<file path="src/rtl/freq_div_prog_if.sv">
// Purpose: control/status bundle for the programmable frequency divider.
// Latency: none (wiring only).
// Backpressure: none; the load strobe is always accepted.
// Ports (master = controller side, slave = divider side):
//   en, load, half_period, mode : controller -> divider
//   clk_div, tick, pend         : divider -> controller
interface freq_div_prog_if #(
  parameter int CNT_W = 16
);
  logic             en;
  logic             load;
  logic [CNT_W-1:0] half_period;
  logic             mode;
  logic             clk_div;
  logic             tick;
  logic             pend;

  modport master (
    output en, load, half_period, mode,
    input  clk_div, tick, pend
  );

  modport slave (
    input  en, load, half_period, mode,
    output clk_div, tick, pend
  );
endinterface

</file>
<file path="src/rtl/freq_div_prog.sv">
// Purpose: programmable clock divider (square wave or single-cycle pulse) with
//          glitch-free ratio switching at counter boundaries.
// Latency: outputs registered, one clk_ref edge after the terminal count.
// Backpressure: none; en low freezes counting, load is always accepted.
// Ports:
//   clk_ref : reference clock, rising edge
//   rst     : synchronous active-high reset
//   bus     : freq_div_prog_if.slave (en, load, half_period, mode in;
//             clk_div, tick, pend out)
module freq_div_prog #(
  parameter int CNT_W    = 16,
  parameter int DEF_HALF = 50
) (
  input  logic                 clk_ref,
  input  logic                 rst,
  freq_div_prog_if.slave       bus
);

  localparam logic [CNT_W-1:0] ONE      = {{(CNT_W-1){1'b0}}, 1'b1};
  localparam logic [CNT_W-1:0] DEF_VAL  = CNT_W'(DEF_HALF);

  logic [CNT_W-1:0] r_cnt;
  logic [CNT_W-1:0] r_act_half;
  logic             r_act_mode;
  logic [CNT_W-1:0] r_pend_half;
  logic             r_pend_mode;
  logic             r_pend;
  logic             r_clk_div;
  logic             r_tick;

  logic [CNT_W-1:0] w_last;
  logic             w_term;
  logic [CNT_W-1:0] w_nxt_half;
  logic             w_nxt_mode;

  // A half-period of 0 behaves like 1: the last count is 0 either way.
  assign w_last = (r_act_half == '0) ? '0 : (r_act_half - ONE);
  assign w_term = bus.en && (r_cnt == w_last);

  // Ratio in force after a terminal: a coincident load beats an older
  // pending ratio, which beats keeping the current one.
  assign w_nxt_half = bus.load ? bus.half_period : (r_pend ? r_pend_half : r_act_half);
  assign w_nxt_mode = bus.load ? bus.mode        : (r_pend ? r_pend_mode : r_act_mode);

  always_ff @(posedge clk_ref) begin
    if (rst) begin
      r_cnt       <= '0;
      r_act_half  <= DEF_VAL;
      r_act_mode  <= 1'b0;
      r_pend_half <= '0;
      r_pend_mode <= 1'b0;
      r_pend      <= 1'b0;
      r_clk_div   <= 1'b0;
      r_tick      <= 1'b0;
    end else if (bus.load && !bus.en) begin
      // Divider is idle, so the new ratio can be applied straight away.
      r_act_half <= bus.half_period;
      r_act_mode <= bus.mode;
      r_cnt      <= '0;
      r_clk_div  <= 1'b0;
      r_tick     <= 1'b0;
      r_pend     <= 1'b0;
    end else if (bus.en) begin
      r_tick <= w_term;
      if (w_term) begin
        r_cnt      <= '0;
        r_act_half <= w_nxt_half;
        r_act_mode <= w_nxt_mode;
        r_pend     <= 1'b0;
        if (w_nxt_mode)
          r_clk_div <= 1'b1;        // pulse mode: clk_div mirrors tick
        else if (r_act_mode)
          r_clk_div <= 1'b0;        // leaving pulse mode: square wave starts low
        else
          r_clk_div <= ~r_clk_div;
      end else begin
        r_cnt <= r_cnt + ONE;
        if (r_act_mode)
          r_clk_div <= 1'b0;
        if (bus.load) begin
          // Later loads simply overwrite; only the last one reaches a boundary.
          r_pend_half <= bus.half_period;
          r_pend_mode <= bus.mode;
          r_pend      <= 1'b1;
        end
      end
    end else begin
      r_tick <= 1'b0;
    end
  end

  assign bus.clk_div = r_clk_div;
  assign bus.tick    = r_tick;
  assign bus.pend    = r_pend;

endmodule

</file>
<file path="src/flat_wrapper.sv">
// flat-port wrapper written by rule: the top's interface ports become plain ports
module freq_div_prog_flat 
#(
  parameter int CNT_W    = 16,
  parameter int DEF_HALF = 50
)
  (clk_ref, rst, bus_en, bus_load, bus_half_period, bus_mode, bus_clk_div, bus_tick, bus_pend);
  freq_div_prog_if #(.CNT_W(CNT_W)) bus_i ();
  input  logic clk_ref;
  input  logic rst;
  input wire logic [$bits(bus_i.en)-1:0] bus_en;
  input wire logic [$bits(bus_i.load)-1:0] bus_load;
  input wire logic [$bits(bus_i.half_period)-1:0] bus_half_period;
  input wire logic [$bits(bus_i.mode)-1:0] bus_mode;
  output wire logic [$bits(bus_i.clk_div)-1:0] bus_clk_div;
  output wire logic [$bits(bus_i.tick)-1:0] bus_tick;
  output wire logic [$bits(bus_i.pend)-1:0] bus_pend;
  assign bus_i.en = bus_en;
  assign bus_i.load = bus_load;
  assign bus_i.half_period = bus_half_period;
  assign bus_i.mode = bus_mode;
  assign bus_clk_div = bus_i.clk_div;
  assign bus_tick = bus_i.tick;
  assign bus_pend = bus_i.pend;
  freq_div_prog #(.CNT_W(CNT_W), .DEF_HALF(DEF_HALF)) u_core (.clk_ref(clk_ref), .rst(rst), .bus(bus_i));
endmodule
</file>
<file path="config.mk">
export PLATFORM = sky130hd
export DESIGN_NAME = freq_div_prog_flat
export DESIGN_NICKNAME = d
export VERILOG_FILES = /design/src/rtl/freq_div_prog_if.sv /design/src/rtl/freq_div_prog.sv /design/src/flat_wrapper.sv
export SDC_FILE = /design/constraint.sdc
export NUM_CORES = 1
export LEC_CHECK = 0
export ABC_AREA = 1
export BUFFER_PORTS_ARGS = -buffer_cell sky130_fd_sc_hd__buf_2
export CAP_MARGIN = 30
export CORE_UTILIZATION = 60
export CTS_CLUSTER_DIAMETER = 150
export DETAILED_ROUTE_END_ITERATION = 7
export GPL_ROUTABILITY_DRIVEN = 0
export MAX_ROUTING_LAYER = met4
export PLACE_DENSITY_LB_ADDON = 0.3
export SYNTH_ARGS = -nofsm -noshare
export SYNTH_HDL_FRONTEND = slang
export SYNTH_SLANG_ARGS = --single-unit
</file>
<file path="constraint.sdc">
create_clock -name clk_ref -period 3.9 [get_ports clk_ref]
set_input_delay 0 -clock clk_ref [delete_from_list [all_inputs] [get_ports clk_ref]]
set_output_delay 0 -clock clk_ref [all_outputs]
set_load 0.02 [all_outputs]
</file>
## Word-level counts from Yosys, hierarchy flattened

Cells that the tools add are included.

- Word-level logic and storage cells: 49
- Register bits after elaboration: 53
- Output and inout port bits: 3
- Input port bits: 21

- Bitwise logic cells: 4
- Add/sub/neg operators: 2
- Equal/unequal tests: 1
- Multiplexer cells: 18
- Reduce and logical (&&, ||, !) cells: 16

Operator list:

| cell | count |
|---|---|
| 16-bit 2-to-1 mux | 7 |
| 16-bit by 1-bit adder with 16-bit output (second input constant) | 1 |
| 16-bit == test | 1 |
| 16-bit zero test | 1 |
| 16-bit by 1-bit subtractor with 16-bit output (second input constant) | 1 |
| 1-bit 2-to-1 mux | 11 |
| 2-bit nonzero test | 4 |
| 2-bit AND reduction | 3 |
| 1-bit inverter | 4 |
| 4-bit AND reduction | 1 |
| 3-bit AND reduction | 1 |
| 3-bit nonzero test | 1 |
| 3-bit OR reduction | 1 |
| 1-bit logical AND | 2 |
| 2-bit OR reduction | 1 |
| 1-bit zero test | 1 |

## Depth between registers and ports, before layout

Gate-level depths: netlist (run 1).

- Depth after elaboration: 7
- Depth in mapped cells: 19

## Least setup slack after synthesis (run 1)

No wires, ideal clock.

- Kind: flip-flop to flip-flop
- Start: register u_core.r_act_half[0]
- End: register u_core.r_act_half[12]
- Buffers on the path: 2
- Cell stages (with the launch flop): 18
- Data required time: 3768 ps
- Period minus slack after synthesis: 2250 ps
- Path slack: 1650 ps
- Library setup time: 132 ps
- Arrival: 2117 ps
- Path through: dfxtp_1 inv_1 ha_1 nand2_4 nor2_4 nand2_4 buf_6 nand3_2 nand2_1 nor2_1 nand3_1 nor2_2 nand2_4 nand2_8 nand2_4 buf_6 nand2_1 a21oi_1

- Word-level cells in the longest chain between the ends: 6
- Elaborated cells on any way between the ends: 7
- Classes of those cells: 1 x add/sub; 1 x eq/ne; 1 x mux; 4 x reduce/logical

Ends and longest elaborated chain:

| item | line | source |
|---|---|---|
| start, declared | freq_div_prog.sv:23 | `logic [CNT_W-1:0] r_act_half;` |
| start signal, assigned | freq_div_prog.sv:57 | `r_act_half <= bus.half_period;` |
| start signal, assigned | freq_div_prog.sv:67 | `r_act_half <= w_nxt_half;` |
| 16-bit by 1-bit subtractor with 16-bit output or 16-bit zero test (tied branches) | freq_div_prog.sv:37 | `assign w_last = (r_act_half == '0) ? '0 : (r_act_half - ONE);` |
| 16-bit 2-to-1 mux * | freq_div_prog.sv:37 |  |
| 16-bit == test * | freq_div_prog.sv:38 | `assign w_term = bus.en && (r_cnt == w_last);` |
| 1-bit logical AND * | freq_div_prog.sv:38 |  |
| 2-bit nonzero test (no line) * | - |  |
| 3-bit AND reduction (no line) * | - |  |

Every way passes the cells marked *; elsewhere a longest branch is shown, timed or not.
A chain may end at the register's enable or synchronous reset.

## Worst setup path after layout (run 1)

- Start: register u_core.r_act_half[0]
- End: register u_core.r_pend_half[12]

- Word-level cells in the longest chain between the ends: 6
- Elaborated cells on any way between the ends: 7
- Classes of those cells: 1 x add/sub; 1 x eq/ne; 1 x mux; 1 x bitwise; 3 x reduce/logical

Ends and longest elaborated chain:

| item | line | source |
|---|---|---|
| 16-bit by 1-bit subtractor with 16-bit output or 16-bit zero test (tied branches) | freq_div_prog.sv:37 |  |
| 16-bit 2-to-1 mux * | freq_div_prog.sv:37 |  |
| 16-bit == test * | freq_div_prog.sv:38 |  |
| 1-bit logical AND * | freq_div_prog.sv:38 |  |
| 1-bit inverter (no line) * | - |  |
| 4-bit AND reduction (no line) * | - |  |
| end signal, assigned | freq_div_prog.sv:82 | `r_pend_half <= bus.half_period;` |
| end, declared | freq_div_prog.sv:25 | `logic [CNT_W-1:0] r_pend_half;` |

Marked as above.

==> summary by stage, run 1 <==
Die
The floorplan step set the die height to 75.0 um. The die area is 5630 sq um. The effective utilization at floorplan is 62.7%.

The placement row count is 26. The core area is 5110 sq um. The number of primary I/O pins is 24.

The chip width is 75.0 um.

Synth
The synthesized netlist net count is 527. After synthesis, the cell types taking the most area are sky130_fd_sc_hd__dfxtp_1, sky130_fd_sc_hd__nand2_1, sky130_fd_sc_hd__nor2_1. The sequential fraction of the synthesis area is 33.2%.

In this run the mean area of a mapped cell was 6.35 sq um. The largest area contributor in the synthesized netlist is sky130_fd_sc_hd__dfxtp_1. The most used flip-flop cell after synthesis is sky130_fd_sc_hd__dfxtp_1. Ranked by instance count, the synthesized netlist is headed by sky130_fd_sc_hd__nand2_1, sky130_fd_sc_hd__nor2_1, sky130_fd_sc_hd__dfxtp_1, sky130_fd_sc_hd__nand3_1, sky130_fd_sc_hd__inv_1. By instance count, the leading cell after synthesis is sky130_fd_sc_hd__nand2_1.

The area of the mapped netlist is 3200 sq um. Of all flip-flops after synthesis, the portion carrying an async set or reset was 0%. The portion of synthesized cell area occupied by the leading cell type is 33.2%.

The register bit total from synthesis is 53. After technology mapping, the gate count stands at 504. Counting distinct cell types in the post-synthesis netlist gives 36.

The count of synthesis-stage warnings from yosys is 0. The number of enable flip-flop cells after synthesis is 0.

Timing
The total count of hold-check failures in the final report is 0. Final hold analysis gives a worst-case slack of 0.0351 ns. In the final timing run, aggregate negative setup slack is 0 ns. The clock period minus worst slack is 2.69 ns. Measured against its own limit, the worst slew margin works out to 58.8%. The max-slew violation total from the final report is 0.

Setup violations remaining at the end of the flow were counted as 0. At the pin with the least slew margin, the transition time is 0.617 ns. The final clock period utilization by the worst path is 69.0%. Setup repair after global routing left no endpoint under its margin. The clock tree skew after final layout is 0.0115 ns. The upper clock frequency limit is 371 MHz.

Worst setup path
The most critical setup path has its startpoint at u_core.r_act_half[0]$_SDFFE_PP0P_. Of all nets on the critical path, the largest fanout is 28. The slowest stage of the critical path belongs to the cell sky130_fd_sc_hd__dfxtp_1. For the worst setup path, the data required time is 4.10 ns.

The delay of the slowest cell on the worst path is 0.32 ns. The worst reg-to-reg path cell count is 17. In this run the critical register-to-register path is launched from u_core.r_act_half[0]$_SDFFE_PP0P_.

The critical path ends at u_core.r_pend_half[12]$_SDFFE_PP0P_. The critical path startpoint category is a flip-flop. The endpoint arrival time on the critical path is 2.90 ns. The reg-to-reg critical path endpoint is u_core.r_pend_half[12]$_SDFFE_PP0P_. STA classifies the critical path endpoint as a flip-flop.

The type of the setup path with the least slack is flip-flop to flip-flop. Walking the worst path, the cells encountered are inv_1 > ha_1 > nand2_4 > nor2_4 > nand2_4 > nand2_1 > nor2_1 > nand2_1 > nand2_1 > nor2_1 > nand2_1 > nor2_2 > nand2_4 > nand2_4 > inv_2 > nor2_1 > nor2_1. The setup slack on the worst flop-to-flop path is 1.21 ns.

Pwr
Combinational logic burns 16.5% of the power. The relative contribution of the clock network to total power is 30.9%. Power spread over the standard cell area amounts to 308 nW/um^2. The worst IR drop on VDD is 0.000201 V. Summed over all cells, the static leakage comes to 1.59 nW.

Sequential cells account for 52.6% of the total power. Internal power comes to 776 uW. The switching part of the total power is 29.3%.

For this design the total switching power over the nets is 322 uW.

Clock tree
The longest clock path from root to sink contains 2 buffers. Clock tree synthesis selected as its root buffer the cell sky130_fd_sc_hd__clkbuf_8. Clock-pin slew was measured on the worst setup and hold paths at 0.11 ns.

The TritonCTS buffer count is 5. The clock tree from TritonCTS is built. The post-cts gate resize count is 0. The H-tree generated during clock tree synthesis spans 2 levels.

The total number of clock tree sinks is 53. The clock latency on the worst-skew pair is 0.32 ns.

GRT
The first global-routing pass estimated 12.5 mm of wire. The overall overflow remaining after global route is 0. The initial antenna violation count is 0. The number of global-route vias before repair is 2909. The global-route total usage across every layer is 29.7%. The pin count of the biggest net entering global routing is 29.

Hold path
The min-delay analysis places its worst path in the category input port to flip-flop.

Final layout
The share of post-route cells with drive strength above 1 is 10.3%. The net count of the finished layout is 558. The repair_antennas step left the layout with diodes totalling 0. From synthesis to final layout, the design area changed by 11.4%.

Status
The flow ran to the end, and the final reports show no timing, DRC or antenna violations.

Drt
The detailed-route via count is 3242. The detailed router finished its first iteration with 251 violations. The final routed DRC violation total is 0. The count of TritonRoute iterations in the first routing pass is 7. The final layout contains routed wiring with a total length of 7.24 mm.

The count of nets left with antenna violations once routing finished came out at 0. After detailed routing, the average wire length per cell comes to 11.9 um. The number of vias per cell after detailed routing is 5.35.

Placement
The detailed-placement wirelength estimate is 5.12 mm. The port buffer count is 23.

Run
The count of max-cap constraint violations is 0.
-- critical path, delay by kind of cell (launching register included) --
kind | cells | cell delay, ns
and+or+nand+nor | 14 | 1.64
DFF | 1 | 0.32
adders and majority gates | 1 | 0.32
buffers and inverters | 2 | 0.31
-- power by group through the flow --
stage / Sequential, mW / Combinational [mW] / Clock [mW]
floorplan: 0.587 / 0.132 / 0
global placement: 0.590 / 0.162 / 0
detailed placement: 0.590 / 0.164 / 0
CTS: 0.578 / 0.179 / 0.346
global route: 0.581 / 0.208 / 0.365
finish: 0.578 / 0.181 / 0.339
-- stage by stage --
step	cells	cell area [sq um]	setup WS (ns)	util, %	total power, mW
2_1_floorplan	504	3200	1.65	-	0.719
6_report	606	3560	1.21	69.8	1.10
3_3_place_gp	581	3300	1.39	64.5	0.751
4_1_cts	606	3560	1.27	69.8	1.10
5_1_grt	606	3560	0.904	69.8	1.15
3_5_place_dp	581	3300	1.28	64.5	0.754
-- kinds of logic (layout without fill, tap and decap cells) --
group | count (synthesis) | in the layout | synth area share, %
and+or+nand+nor | 331 | 331 | 46.4
xor gates and xnor gates | 12 | 12 | 3.52
adders and majority gates | 2 | 2 | 0.782
AOI/OAI and AO/OA | 46 | 46 | 7.58
DFF | 53 | 53 | 33.2
buffers and inverters | 60 | 92 | 8.52
-- cell usage in the layout, fill, tap and decap left out, drive strengths merged, types with 2 or more instances in the layout --
master	instances
nand3	50
clkbuf	6
xor2	12
ha	2
nor3	10
inv	45
dlygate4sd3	17
o21ai	21
a21oi	20
nor3b	2
nor2	88
dfxtp	53
nand4	10
nor4	3
nand2	165
buf	23
-- worst min path at each step --
stage | end | startpoint | cells after the start
3_5_place_dp | u_core.r_pend_half[3]$_SDFFE_PP0P_ | bus_half_period[3] | 3
2_1_floorplan | u_core.r_pend_half[3]$_SDFFE_PP0P_ | bus_half_period[3] | 2
6_report | u_core.r_act_half[2]$_SDFFE_PP0P_ | rst | 2
4_1_cts | u_core.r_act_half[3]$_SDFFE_PP0P_ | rst | 2
3_3_place_gp | u_core.r_pend_half[5]$_SDFFE_PP0P_ | bus_half_period[5] | 3
5_1_grt | u_core.r_act_half[3]$_SDFFE_PP0P_ | rst | 2
-- routing by layer --
metal  wire length (um)  global-route usage (%)
met4                173                    11.9
met2               3450                    49.5
met1               3260                    35.4
met3                357                    5.35
met5                  0                       -
-- sequential cells by signal, indices dropped and copies added (netlist names) --
register,flops
u_core.bus.clk_div,1
u_core.bus.pend,1
u_core.bus.tick,1
u_core.r_act_half,16
u_core.r_act_mode,1
u_core.r_cnt,16
u_core.r_pend_half,16
u_core.r_pend_mode,1
-- repair_timing --
item / 4_1_cts / 5_1_grt
hold buffers: 17 / 0
setup buffers: 0 / 0
hold endpoints to repair: 17 / 0
-- area by class of cell --
class                   instances  area, sq um
fillers                       437         1540
well taps                      70         87.6
clock inverters                 2         16.3
repair buffers                 40          285
multi-input cells             391         1870
flip-flops and latches         53         1060
inverters                      44          165
clock buffers                   6         82.6
Power figures use the tool's default switching activity.
==> run 2, diff against run 1 <==
==> constraint.sdc (replaced) <==
create_clock -name clk_ref -period 2.8 [get_ports clk_ref]
set_input_delay 0 -clock clk_ref [delete_from_list [all_inputs] [get_ports clk_ref]]
set_output_delay 0 -clock clk_ref [all_outputs]
set_load 0.02 [all_outputs]
==> summary by stage, run 2 (same netlist as run 1, synthesis figures left out) <==
Final layout
The area growth from synthesis to layout is 12.7%. At the end of the flow the core is filled with cells to 70.7%. The number of antenna diodes in the final layout is 0. Fill cells in the final layout number 459. Leaving out fill and tap cells, the most frequent cells in the layout are sky130_fd_sc_hd__nand2_1, sky130_fd_sc_hd__nor2_1, sky130_fd_sc_hd__dfxtp_1.

The final layout contains 559 nets. The most common cell after layout, fill and taps aside is sky130_fd_sc_hd__nand2_1. Registers take 1060 sq um.

The combined area of the multi-input logic cells is 1900 sq um. In the final layout, the registers with the most flip-flops are u_core.r_act_half (16), u_core.r_cnt (16), u_core.r_pend_half (16). Of the cells placed in the final design, the portion with a size suffix greater than 1 is 10.6%.

Clock tree
The clock tree from TritonCTS is built. The clock-pin slew of the registers on the worst-case setup and hold paths is 0.10 ns. The maximum buffer depth of the clock tree is 2.

The later pin in the worst-skew pair is clocked with a latency of 0.31 ns. The clock net in this run drives a total of 53 sinks. Clock tree synthesis selected as its root buffer the cell sky130_fd_sc_hd__clkbuf_8. The TritonCTS buffer count is 5. The total number of H-tree levels is 2.

Pwr
The switching part of the total power is 29.8%. The power spent charging and discharging nets is 461 uW. The internal power of the cells totals 1.09 mW. The power per unit of standard cell area is 429 nW/um^2.

The leakage power total is 1.59 nW. IR analysis of the VDD net gives a maximum drop of 0.000301 V. The relative contribution of the clock network to total power is 31.1%.

The share of total power in combinational logic is 16.9%. Per report_power, the sequential group accounts for 52.1% of the total.

Drt
The DRC marker count from the first detailed-route iteration is 287. The final wirelength is 7.65 mm. After detailed routing, the average wire length per cell comes to 12.6 um. The detailed-route via count is 3309.

The final antenna-violating net count is 0. In the routed design, unresolved DRC markers number 0. The first detailed-routing pass took 5 iterations.

After detailed routing, the number of vias per cell comes to 5.45.

Worst setup path
The critical path capture point type is a flip-flop. On the critical path the largest part of the delay comes from simple AND/OR/NAND/NOR gates. Traced cell by cell, the critical path runs through inv_1 > ha_4 > nand2_4 > nor2_4 > nand2_8 > nand2_1 > nand2_1 > nand2_1 > nand2_1 > nor2_1 > nand3_1 > nor2_2 > nand2_4 > nand2_8 > nand2_4 > nand2_1 > nand3_1. The worst setup path is launched from a flip-flop.

In this design, the stage delay of the slowest critical-path cell is 0.32 ns. Among the stages of the critical path, the cell type that occurs most often is sky130_fd_sc_hd__nand2_1. Data arrives at the worst endpoint at 2.66 ns. The slowest stage of the critical path is the sky130_fd_sc_hd__dfxtp_1 cell. The critical path is of the flip-flop to flip-flop type. The count of buffer and inverter cells on the critical path is 1.

The required arrival time at the worst endpoint is 2.98 ns. Of all nets on the critical path, the largest fanout is 28.

Timing
Based on the critical path, the design can be clocked at up to 404 MHz. The clock period minus worst slack is 2.48 ns. Setup violations remaining at the end of the flow were counted as 0. Clock skew on the completed layout was measured at 0.00652 ns.

The max-slew violation total from the final report is 0. After layout, the worst path uses 88.5% of the clock period. For the pin with the worst max-slew slack, the measured transition is 0.650 ns. In this run the tightest slew margin relative to its limit is 56.6%. The total negative slack for setup checks is 0 ns. Setup repair after global routing left no endpoint under its margin. The total count of hold-check failures in the final report is 0.

Die
The chip width is 75.0 um. In this run the standard cell core region covers 5110 sq um. The effective utilization at floorplan is 62.7%. 24 I/O pins were placed. The die covers 5630 sq um. The y dimension of the die is 75.0 um. The placement row count is 26.

GRT
The initial antenna violation count is 0. The number of global-route vias before repair is 2932. The global-route total usage across every layer is 30.7%. The global-route wire length before repair is 12.9 mm. Entering global routing, the biggest net connects 29 pins. The overall overflow remaining after global route is 0.

Run
The count of max-cap constraint violations is 0.

Hold path
In this run the worst hold path is classified as input port to flip-flop.

Placement
The detailed-placement wirelength estimate is 5.28 mm. During placement, the flow inserted port buffers numbering 23.

Status
The flow ran to the end, and the final reports show no timing, DRC or antenna violations.
run 2: worst paths after layout:
kind                                          start                                end  slack (ns)  cells past startpoint
setup reg to reg  u_core.r_act_half[0]$_SDFFE_PP0P_  u_core.r_act_half[5]$_SDFFE_PP1P_        0.32                     17
hold reg to reg   u_core.r_act_half[0]$_SDFFE_PP0P_  u_core.r_act_half[0]$_SDFFE_PP0P_        0.48                      2
hold / removal                                  rst  u_core.r_act_half[2]$_SDFFE_PP0P_        0.05                      2
setup / recovery  u_core.r_act_half[0]$_SDFFE_PP0P_  u_core.r_act_half[5]$_SDFFE_PP1P_        0.32                     17
run 2: timing repair:
item / in CTS / in global routing
endpoints found under the setup margin: 0 / 35
endpoints found under the hold margin: 17 / 0
buffers inserted: 0 / 0
gates resized for setup: 0 / 5
hold buffers: 17 / 0
run 2: per-stage QoR:
stage / cells / area, sq um / hold WS (ns) / power (mW) / worst slack [ns]
after floorplan: 504 / 3200 / 0.146 / 1.00 / 0.550
after global placement: 582 / 3300 / 0.250 / 1.05 / 0.287
after detailed placement: 582 / 3300 / 0.260 / 1.05 / 0.193
after CTS: 607 / 3570 / 0.0354 / 1.54 / 0.183
after global routing: 607 / 3610 / 0.0583 / 1.62 / 0.0367
final: 607 / 3610 / 0.0503 / 1.55 / 0.323
run 2: final cells by class:
type	instances	share of cell area, %
inverter	44	4.58
tap	70	2.43
timing repair buffer	41	8.11
clock inverter	2	0.485
multi-input combinational	391	52.7
clock buffer	6	2.29
sequential	53	29.4
run 2: metal layers:
layer,track usage (%),part of all wire [%]
met5,-,0
met4,7.97,1.5
met3,4.69,4.7
met1,37.9,45
met2,52.5,49
run 2: power groups by stage:
stage	Clock [mW]	Combinational, mW	Sequential [mW]
global placement	0	0.225	0.821
global route	0.512	0.298	0.809
CTS	0.483	0.250	0.804
finish	0.481	0.261	0.805
floorplan	0	0.184	0.818
detailed placement	0	0.230	0.822
